===== config.mk =====
export PLATFORM = sky130hd
export DESIGN_NAME = edge_event_arbiter
export DESIGN_NICKNAME = d
export VERILOG_FILES = /design/src/rtl/edge_event_arbiter.sv
export SDC_FILE = /design/constraint.sdc
export NUM_CORES = 1
export LEC_CHECK = 0
export ABC_CLOCK_PERIOD_IN_PS = 5500
export CAP_MARGIN = 20
export CORE_MARGIN = 10
export CORE_UTILIZATION = 32
export CTS_BUF_LIST = sky130_fd_sc_hd__clkbuf_4 sky130_fd_sc_hd__clkbuf_8
export CTS_CLUSTER_SIZE = 40
export DETAILED_ROUTE_END_ITERATION = 12
export PLACE_DENSITY = 0.57
export SYNTH_ARGS = -nofsm -noshare
export SYNTH_HDL_FRONTEND = slang
export SYNTH_SLANG_ARGS = --single-unit

===== constraint.sdc =====
create_clock -name clk -period 5.5 [get_ports clk]
set_input_delay 1.1 -clock clk [delete_from_list [all_inputs] [get_ports clk]]
set_output_delay 1.1 -clock clk [all_outputs]
set_load 0.1 [all_outputs]

===== src/rtl/edge_event_arbiter.sv =====
// Multi-channel edge-event scheduler.
// Detects qualified rising/falling edges per channel, keeps one pending event
// per channel, and hands events one at a time to a single consumer through a
// registered valid/ready output slot using round-robin arbitration.
module edge_event_arbiter #(
  parameter int N = 4,
  localparam int IDW = $clog2(N)
) (
  input  logic           clk,
  input  logic           rst,
  input  logic [N-1:0]   in,
  input  logic [N-1:0]   rise_en,
  input  logic [N-1:0]   fall_en,
  output logic           event_valid,
  input  logic           event_ready,
  output logic [IDW-1:0] event_id,
  output logic           event_rising,
  output logic [N-1:0]   overflow,
  input  logic           overflow_clr
);

  // Stage 0 state: input history, pending events and their polarity
  logic [N-1:0]   last_in_p0;
  logic [N-1:0]   pend_p0;
  logic [N-1:0]   pol_p0;

  // Round-robin search start
  logic [IDW-1:0] ptr;

  // Combinational edge terms and arbitration results
  logic [N-1:0]   rise;
  logic [N-1:0]   fall;
  logic [N-1:0]   ev;
  logic [N-1:0]   collision;
  logic [N-1:0]   grant;
  logic           slot_load;
  logic           found;
  logic           take;
  logic [IDW-1:0] grant_id;
  logic [IDW-1:0] ptr_next;

  // Edge detection against the previous sample, qualified by the enables
  always_comb begin
    rise = in & ~last_in_p0;
    fall = ~in & last_in_p0;
    ev   = (rise & rise_en) | (fall & fall_en);
  end

  // Pick the first pending channel at or after ptr, wrapping around
  always_comb begin
    int idx;
    idx      = 0;
    found    = 1'b0;
    grant_id = '0;
    for (int k = 0; k < N; k++) begin
      idx = (int'(ptr) + k) % N;
      if (!found && pend_p0[IDW'(idx)]) begin
        found    = 1'b1;
        grant_id = IDW'(idx);
      end
    end
  end

  // Slot loads when empty or being accepted; grant only when something is pending
  always_comb begin
    slot_load = ~event_valid | event_ready;
    take      = slot_load & found;
    ptr_next  = (grant_id == IDW'(N - 1)) ? '0 : grant_id + IDW'(1);
    grant     = '0;
    for (int i = 0; i < N; i++) begin
      grant[i] = take && (grant_id == IDW'(i));
    end
    // A new edge on a channel whose old event stays pending is dropped
    collision = ev & pend_p0 & ~grant;
  end

  // ---- stage 0: edge history, pending bits, overflow flags ----
  // Pending bit set by a qualified edge; a granted channel frees its slot the
  // same cycle so a simultaneous new edge is kept rather than dropped
  always_ff @(posedge clk) begin
    if (rst) begin
      last_in_p0 <= '0;
      pend_p0    <= '0;
      pol_p0     <= '0;
      overflow   <= '0;
    end else begin
      last_in_p0 <= in;
      for (int i = 0; i < N; i++) begin
        if (ev[i] && (!pend_p0[i] || grant[i])) begin
          pend_p0[i] <= 1'b1;
          pol_p0[i]  <= rise[i];
        end else if (grant[i]) begin
          pend_p0[i] <= 1'b0;
        end
      end
      // A collision in the same cycle as the clear leaves its bit set
      overflow <= (overflow & ~{N{overflow_clr}}) | collision;
    end
  end

  // ---- stage 1: registered output slot and round-robin pointer ----
  // Slot holds steady while valid and not ready; otherwise takes the grant or empties
  always_ff @(posedge clk) begin
    if (rst) begin
      event_valid  <= 1'b0;
      event_id     <= '0;
      event_rising <= 1'b0;
      ptr          <= '0;
    end else if (slot_load) begin
      event_valid <= found;
      if (found) begin
        event_id     <= grant_id;
        event_rising <= pol_p0[grant_id];
        ptr          <= ptr_next;
      end
    end
  end

endmodule


==> out/results.txt <==
Status -> finished clean
Worst Hold End -> event_id[1]$_SDFFE_PP0P_
Post-synthesis mux area share -> 0.0367
Post-synthesis compound-gate area fraction -> 0.250
Hold path depth -> 2
First-pass GRT wire length -> 4.04 mm
DRC -> 0
FP Rows -> 21
Mean Syn Cell Area -> 9.08 µm²
IO Pins -> 24
Largest family of logic cells by synthesized area -> compound AO/OA/AOI/OAI gates
Slew headroom -> 0.349
TritonCTS clock tree -> done
Tcrit/Tclk final -> 0.532
N_diodes -> 0
PwrDens -> 302 nW/µm²
Yosys Warn Count -> 0
Final setup viols -> 0
Placed cells -> 185
Post CTS Setup Buffer Count -> 0
DRT antenna net count -> 0
Hold/Removal Path Class -> register to register
Synth area leaders -> dfxtp_1 (40%), a21oi_1 (6.4%), a2bb2oi_1 (6.4%)
Die area -> 6140 µm²
Syn Inst Count -> 120
Critical R2R Launch -> pend_p0[1]$_SDFFE_PP0P_
Routed WL -> 2.25 mm
Hold_buf cts -> 0
Max cap viols -> 0
Crit path launch -> overflow[2]$_SDFF_PP0_
Final net count -> 164
Largest net degree at the start of global routing -> 24
Crit Path Category -> register to primary output
Skew final -> 0.0135 ns
FF+latch count, synth -> 22
Ordered list of cells on the worst path -> clkdlybuf4s50_1
Detailed Routing Iterations Pass 1 -> 4
CP required -> 4.40 ns
Via Count -> 909
R2R depth -> 8
HPWL reported at the end of detailed placement -> 1.75 mm
Setup WS pre-CTS -> 2.47 ns
Starting Density -> 0.329
Unrepaired setup endpoints after global routing -> no
Met1 WL -> 1.09 mm
Mapped Area -> 1090 µm²
Slowest CP cell -> clkdlybuf4s50_1
Gpl congestion -> 0.755
Clock buffer depth -> 2
Post-Synth Simple-Gate Area -> 0.211
Leakage power -> 0.541 nW
Flop2flop setup slack -> 3.39 ns
Clock buffer count from CTS -> 3
WP depth -> 1
R2R Path End -> overflow[1]$_SDFF_PP0_
DR vias/cell -> 4.81
Vias in the first global route -> 882
Top-area cell type share of the netlist area -> 0.404
Antenna violations before repair -> 0
Setup TNS -> 0 ns
Routed wire per std cell -> 11.9 µm
GRT Util Overall -> 0.0801
1st-iter DRT viols -> 55
Launch point of the worst hold path -> event_id[1]$_SDFFE_PP0P_
CP delay by family, top -> buffers and inverters
Non-filler cells, final -> 189
Hold Slack -> 0.462 ns
Syn-to-layout area delta -> 28.8%
Tmin final -> 2.93 ns
Max Freq -> 342 MHz
Crit end category -> primary output
Routed wl met2 -> 982 µm
Die H -> 78.4 µm
Mapped Nets -> 140
CP max FO -> 2
Critical path buffers and inverters -> 1
Post_cts resized -> 0
Maximum VDD drop -> 0.0967 mV
Clock root buffer -> clkbuf_4
Synth Area in Adders -> 0.0459
Post-synth top area cell -> dfxtp_1
Cell variety after synth -> 34
PortBufs -> 23
Clk Latency, worst-skew pair -> 0.31 ns
Layout cells sized above 1 -> 0.0699
Setup crit start kind -> register
Critical path's largest stage delay -> 1.14 ns
Reg clk slew, reported paths -> 0.13 ns
Sequential share of the synthesized area -> 0.404
Overall power -> 0.423 mW
Max Slew Vio Count -> 0
Top layer reached by signal wires -> met4
CTS sink cnt -> 22
Final hold violations -> 0
H-Tree Level Count -> 1
WL met3 -> 123 µm
Final WS setup -> 2.57 ns
Slew at the pin closest to its max-slew limit -> 0.974 ns
Die Wd -> 78.4 µm
Xor/xnor share of the synthesized area -> 0
Grt total ovfl -> 0
Core box area -> 3310 µm²
CP Data Arrival Time -> 1.83 ns
==> worst max-delay path by stage <==
stage / end / slack [ns]
3_3_place_gp: event_rising$_SDFFE_PP0P_ / 2.53
5_1_grt: event_valid / 2.49
2_1_floorplan: event_id[1]$_SDFFE_PP0P_ / 3.45
6_report: overflow[2] / 2.57
3_5_place_dp: event_rising$_SDFFE_PP0P_ / 2.47
4_1_cts: event_valid / 2.55
==> state kept, by name (all words and copies together), names as in the netlist <==
register and cells:
last_in_p0 4, overflow 4, pend_p0 4, pol_p0 4, event_id 2, ptr 2
event_rising 1, event_valid 1
==> cells in the final DEF, fill, tap and decap left out, drive strengths merged <==
cell type,netlist,routed
a221o,1,1
nor3,1,1
a21oi,14,14
nor2,5,5
bufinv,0,1
dfxtp,22,22
nor3b,1,1
nand3,1,1
nand3b,5,5
a21o,2,2
nand2,7,7
a21bo,1,1
or2,1,1
clkdlybuf4s50,0,23
or4b,1,1
and2,1,1
nor4,1,1
clkbuf,2,3
or3,1,1
a2bb2oi,8,8
nand2b,2,2
o221ai,1,1
o31ai,1,1
mux2i,4,4
or4,1,1
a21boi,4,4
a211o,1,1
inv,8,8
ha,4,4
nor2b,9,9
o21ai,8,8
==> per-layer routing <==
layer  GRT usage  vias up
met2       0.124       19
met5           0        -
met3      0.0285        4
met4      0.0484        0
li1            -      473
met1      0.0926      413
==> cells in the mapped netlist <==
master / instances
a211o_1: 1
a21bo_2: 1
a21boi_0: 3
a21boi_1: 1
a21o_1: 1
a21o_2: 1
a21oi_1: 14
a221o_2: 1
a2bb2oi_1: 8
and2_1: 1
buf_4: 1
buf_6: 1
clkbuf_1: 2
dfxtp_1: 22
ha_1: 4
inv_1: 8
mux2i_1: 4
nand2_1: 7
nand2b_1: 2
nand3_1: 1
nand3b_1: 5
nor2_1: 5
nor2b_1: 8
nor2b_4: 1
nor3_1: 1
nor3b_2: 1
nor4_2: 1
o21ai_0: 8
o221ai_1: 1
o31ai_1: 1
or2_1: 1
or3_1: 1
or4_1: 1
or4b_1: 1
==> area by class of cell <==
type	count	area (µm²)
clock buffers	3	22.5
clock inverters	1	30.0
fillers	354	1910
inverters	8	30.0
multi-input cells	86	593
flip-flops and latches	22	440
well taps	46	57.6
repair buffers	23	230
==> worst reg2reg max path: stages, from the launching register on <==
cell and delay (ns):
dfxtp_1 0.46, a21bo_2 0.25, a221o_2 0.40, inv_1 0.10, ha_1 0.16, inv_1 0.04, o21ai_0 0.32, a2bb2oi_1 0.22
nor2_1 0.05
==> kinds of logic after synthesis <==
logic type	Yosys count
buf+inv	12
mux	4
compound gates	41
simple gates	37
fa+ha+maj	4
flops	22
==> per-stage QoR <==
step	instance area [µm²]	utilization
finish	1400	0.424
global route	1400	0.424
CTS	1400	0.424
detailed placement	1350	0.408
global placement	1350	0.408
floorplan	1090	-
==> power breakdown <==
part	internal (mW)	leakage, nW	switching [mW]
Sequential	0.172	0.181	0.0120
Combinational	0.0469	0.332	0.0678
Clock	0.0737	0.0279	0.0512
Power figures use the tool's default switching activity.
==> RTL change 1, RTL diff (config.mk and constraints unchanged) <==
Make the reset (`rst`) asynchronous in 2 clocked blocks.
--- a/src/rtl/edge_event_arbiter.sv
+++ b/src/rtl/edge_event_arbiter.sv
@@ -78,5 +78,5 @@
   // Pending bit set by a qualified edge; a granted channel frees its slot the
   // same cycle so a simultaneous new edge is kept rather than dropped
-  always_ff @(posedge clk) begin
+  always_ff @(posedge clk or posedge rst) begin
     if (rst) begin
       last_in_p0 <= '0;
@@ -101,5 +101,5 @@
   // ---- stage 1: registered output slot and round-robin pointer ----
   // Slot holds steady while valid and not ready; otherwise takes the grant or empties
-  always_ff @(posedge clk) begin
+  always_ff @(posedge clk or posedge rst) begin
     if (rst) begin
       event_valid  <= 1'b0;
Behaviour: same outputs for any inputs over 4 cycles, from zero or initial values and one cycle with rst high; that may be too few to reach the edited logic, so the function may still have changed.
==> RTL change 1 against the unedited design <==
- area after synthesis is 2.8% higher
- non-clock buffer count stayed put
- sequential cell count stayed put
- worst setup slack better by 6.8 ps
- first-iteration DRC count is 5.5% higher
- worst hold slack better by 40 ps
- routed wire length is 5.2% higher
- largest cell class is now sequential cells
- cell area is 2.0% higher
- highest routed layer unchanged
- count of clock-buffer cells in the layout is 1 higher
Power is not compared: it rests on default switching activity, and its combinational part moved more than twofold at a synthesized area within 25%.
==> RTL change 1: results (changes against the unedited design) <==
* Compound-cell area share of the yosys netlist at 0.198 (-0.0525)
* Avg Inst Size Synth at 10.8 sq um (+19%)
* Main synth FF type: dfrtp_1
* Final Skew at 5.38 ps (-8.14 ps)
* Layout cells sized above 1 at 0.109 (+0.0386)
* Vias in the first global route at 905 (+2.6%)
* Final non-clock buffer share at 0.161 (-0.00315)
* Most frequent cells after synthesis: 22 x dfrtp_1, 15 x nand2_1, 7 x nor2_1, 6 x inv_1
* R2r setup slk at 3260 ps (-130 ps)
* Status: finished clean
* Inverters at 6 (-2)
* Post-placement cell count at 171 (-7.6%)
* Met3 Routed Length at 121 um (-1.6%)
* Nets at 147 (-10%)
* Fin Hold WS at 502 ps (+39.7 ps)
* Top post-synthesis cells by area: dfrtp_1 49%, nand2_1 5.0%, mux2_1 3.0%
* Metal2 WL at 1170 um (+19%)
* Routed WL at 2370 um (+5.2%)
* First-pass GRT wire length at 4170 um (+3.1%)
* Hold path startpoint: event_id[1]
* Ant. Diodes at 0 (unchanged)
* Vias per cell at 4.90 (+1.9%)
* Multiplexer share of the synthesized area at 0.0670 (+0.0303)
* Detailed placer's ending HPWL at 1900 um (+8.3%)
* R2R Path Start: pend_p0[3]
* Place WS at 2610 ps (+140 ps)
* Multi-input gates at 74 (-14%)
* Setup bufs post-CTS at 0 (unchanged)
* Synth Net Count at 121 (-14%)
* Flip-flop and latch area at 551 sq um (+25%)
* DRT met1 WL at 1060 um (-3.3%)
* Gpl congestion at 0.752 (-0.36%)
* P&R area growth vs syn at 27.8%
* # clk buffers at 4 (+1)
* Hold Path Sink: event_id[1]
* Pin count of the biggest net entering global routing at 23 (-4.2%)
* Post-synthesis sequential area ratio at 0.492 (+0.0875)
* DR iter-0 viols at 58 (+5.5%)
* Max-slew headroom at 0.345 (-0.00376)
* Synth Area in Adders at 0.0112 (-0.0348)
* Drt pass-1 iters at 4 (unchanged)
* Ys async rst share at 1.00 (+1.00)
* Vias post-DR at 858 (-5.6%)
[RTL change 1: worst max-delay path by stage]
stage            startpoint           end  depth (start not counted)
3_3_place_gp    event_ready     pol_p0[0]                          6
6_report       event_rising  event_rising                          1
2_1_floorplan   event_ready     pol_p0[0]                          5
3_5_place_dp    event_ready     pol_p0[0]                          6
5_1_grt         overflow[0]   overflow[0]                          1
4_1_cts        event_rising  event_rising                          1
[RTL change 1: logic make-up after synthesis]
| kind of cell | Yosys count |
|---|---|
| buffers and inverters | 8 |
| AO/OA/AOI/OAI | 26 |
| adder cells (fa/ha/maj) | 1 |
| multiplexers | 7 |
| flip-flops | 22 |
| AND/OR/NAND/NOR | 40 |
[RTL change 1: metal layers]
metal  vias up  GRT usage
met5         -          0
met4         0     0.0269
met3         2     0.0349
met2        19      0.131
met1       414     0.0955
li1        423          -
==> RTL change 2, RTL diff (config.mk and constraints unchanged) <==
Without the edit above. `N`: 4 -> 8.
--- a/src/rtl/edge_event_arbiter.sv
+++ b/src/rtl/edge_event_arbiter.sv
@@ -4,5 +4,5 @@
 // registered valid/ready output slot using round-robin arbitration.
 module edge_event_arbiter #(
-  parameter int N = 4,
+  parameter int N = 8,
   localparam int IDW = $clog2(N)
 ) (
Interface: changed (5 resized); port bits go from 24 to 41. The function was not compared with the original's and may differ.
==> RTL change 2 against the unedited design <==
- first-iteration DRC count grew to 2.5 times the old value
- power rose to 5.0 times the old value
- sequential share of layout area decreased by 8.0 points
- combinational power rose to 13 times the old value
- cell area grew 140%
- die area grew 110%
- clock power is 110% higher
- sequential cell count increased by 18
- clock skew is 3.3 ps lower
- area after synthesis grew to 2.6 times the old value
- routed wire length increased to 3.4 times the old value
- count of clock-buffer cells in the layout increased by 4
- worst setup slack lost 1300 ps
==> RTL change 2: results (changes against the unedited design) <==
* Nets at 379 (+130%)
* Cts bufs inserted at 5 (+2)
* Reg power frac at 0.186 (-0.248)
* Vias post-DR at 2522 (+180%)
* DRT met1 WL at 3410 um (+210%)
* Clock transition at the registers of the reported paths at 80 ps (-50 ps)
* First-pass GRT wire length at 12600 um (+210%)
* GR Util met2 at 0.200 (+0.0759)
* Clock root cell: clkbuf_8
* Sw Pwr at 1.08 mW (+720%)
* Status: finished clean
* Vias per cell at 5.52 (+15%)
* Worst-path fanout max at 15 (+13)
* Met3 Routed Length at 379 um (+210%)
* IO Port Bufs at 40 (+74%)
* Routed WL at 7570 um (+240%)
* Area post-placement at 3300 sq um (+140%)
* Vias in the first global route at 2428 (+180%)
* Most frequent cells after synthesis: 40 x dfxtp_1, 38 x nand2_1, 27 x a21oi_1, 27 x nor2_1, 16 x nor2b_1
* Synth unique cells at 62 (+82%)
* DR iter-0 viols at 139 (+150%)
* Top power group: combinational logic
* Layout Utilization at 0.397 (-0.0273)
* Detailed placer's ending HPWL at 5730 um (+230%)
* Syn Inst Count at 314 (+160%)
* Compound-cell area share of the yosys netlist at 0.303 (+0.0530)
* Final Skew at 10.2 ps (-3.31 ps)
* Top post-synthesis cells by area: dfxtp_1 28%, mux4_2 8.0%, nand2_1 5.1%
* Layout cells sized above 1 at 0.152 (+0.0819)
* H-Tree Depth at 2 (+1)
==> RTL change 2: worst paths after layout <==
| check | startpoint | endpoint | slack (ps) | depth (start not counted) |
|---|---|---|---|---|
| worst max register to register | ptr[1] | pol_p0[7] | 1240 | 15 |
| worst min register to register | overflow[0] | overflow[0] | 480 | 2 |
| worst min-delay path | overflow[0] | overflow[0] | 480 | 2 |
| worst max-delay path | ptr[1] | pol_p0[7] | 1240 | 15 |
==> RTL change 2: worst max-delay path: stages (launching register included) <==
cell and delay (ps):
dfxtp_1 330, inv_1 90, ha_1 660, mux2_2 410
nor3_1 360, a221oi_4 110, nor4b_4 570, nand3b_1 140
a31o_2 340, inv_4 130, ha_1 210, inv_1 80
o31ai_1 370, nand2_1 110, mux2i_1 160, nor2_1 50
==> RTL change 2: cell type report <==
type	instances	share of cell area
well taps	108	0.0394
clock buffers	7	0.0281
repair buffers	43	0.123
multi-input cells	241	0.546
flip-flops and latches	40	0.234
inverters	17	0.0201
clock inverters	1	0.00877
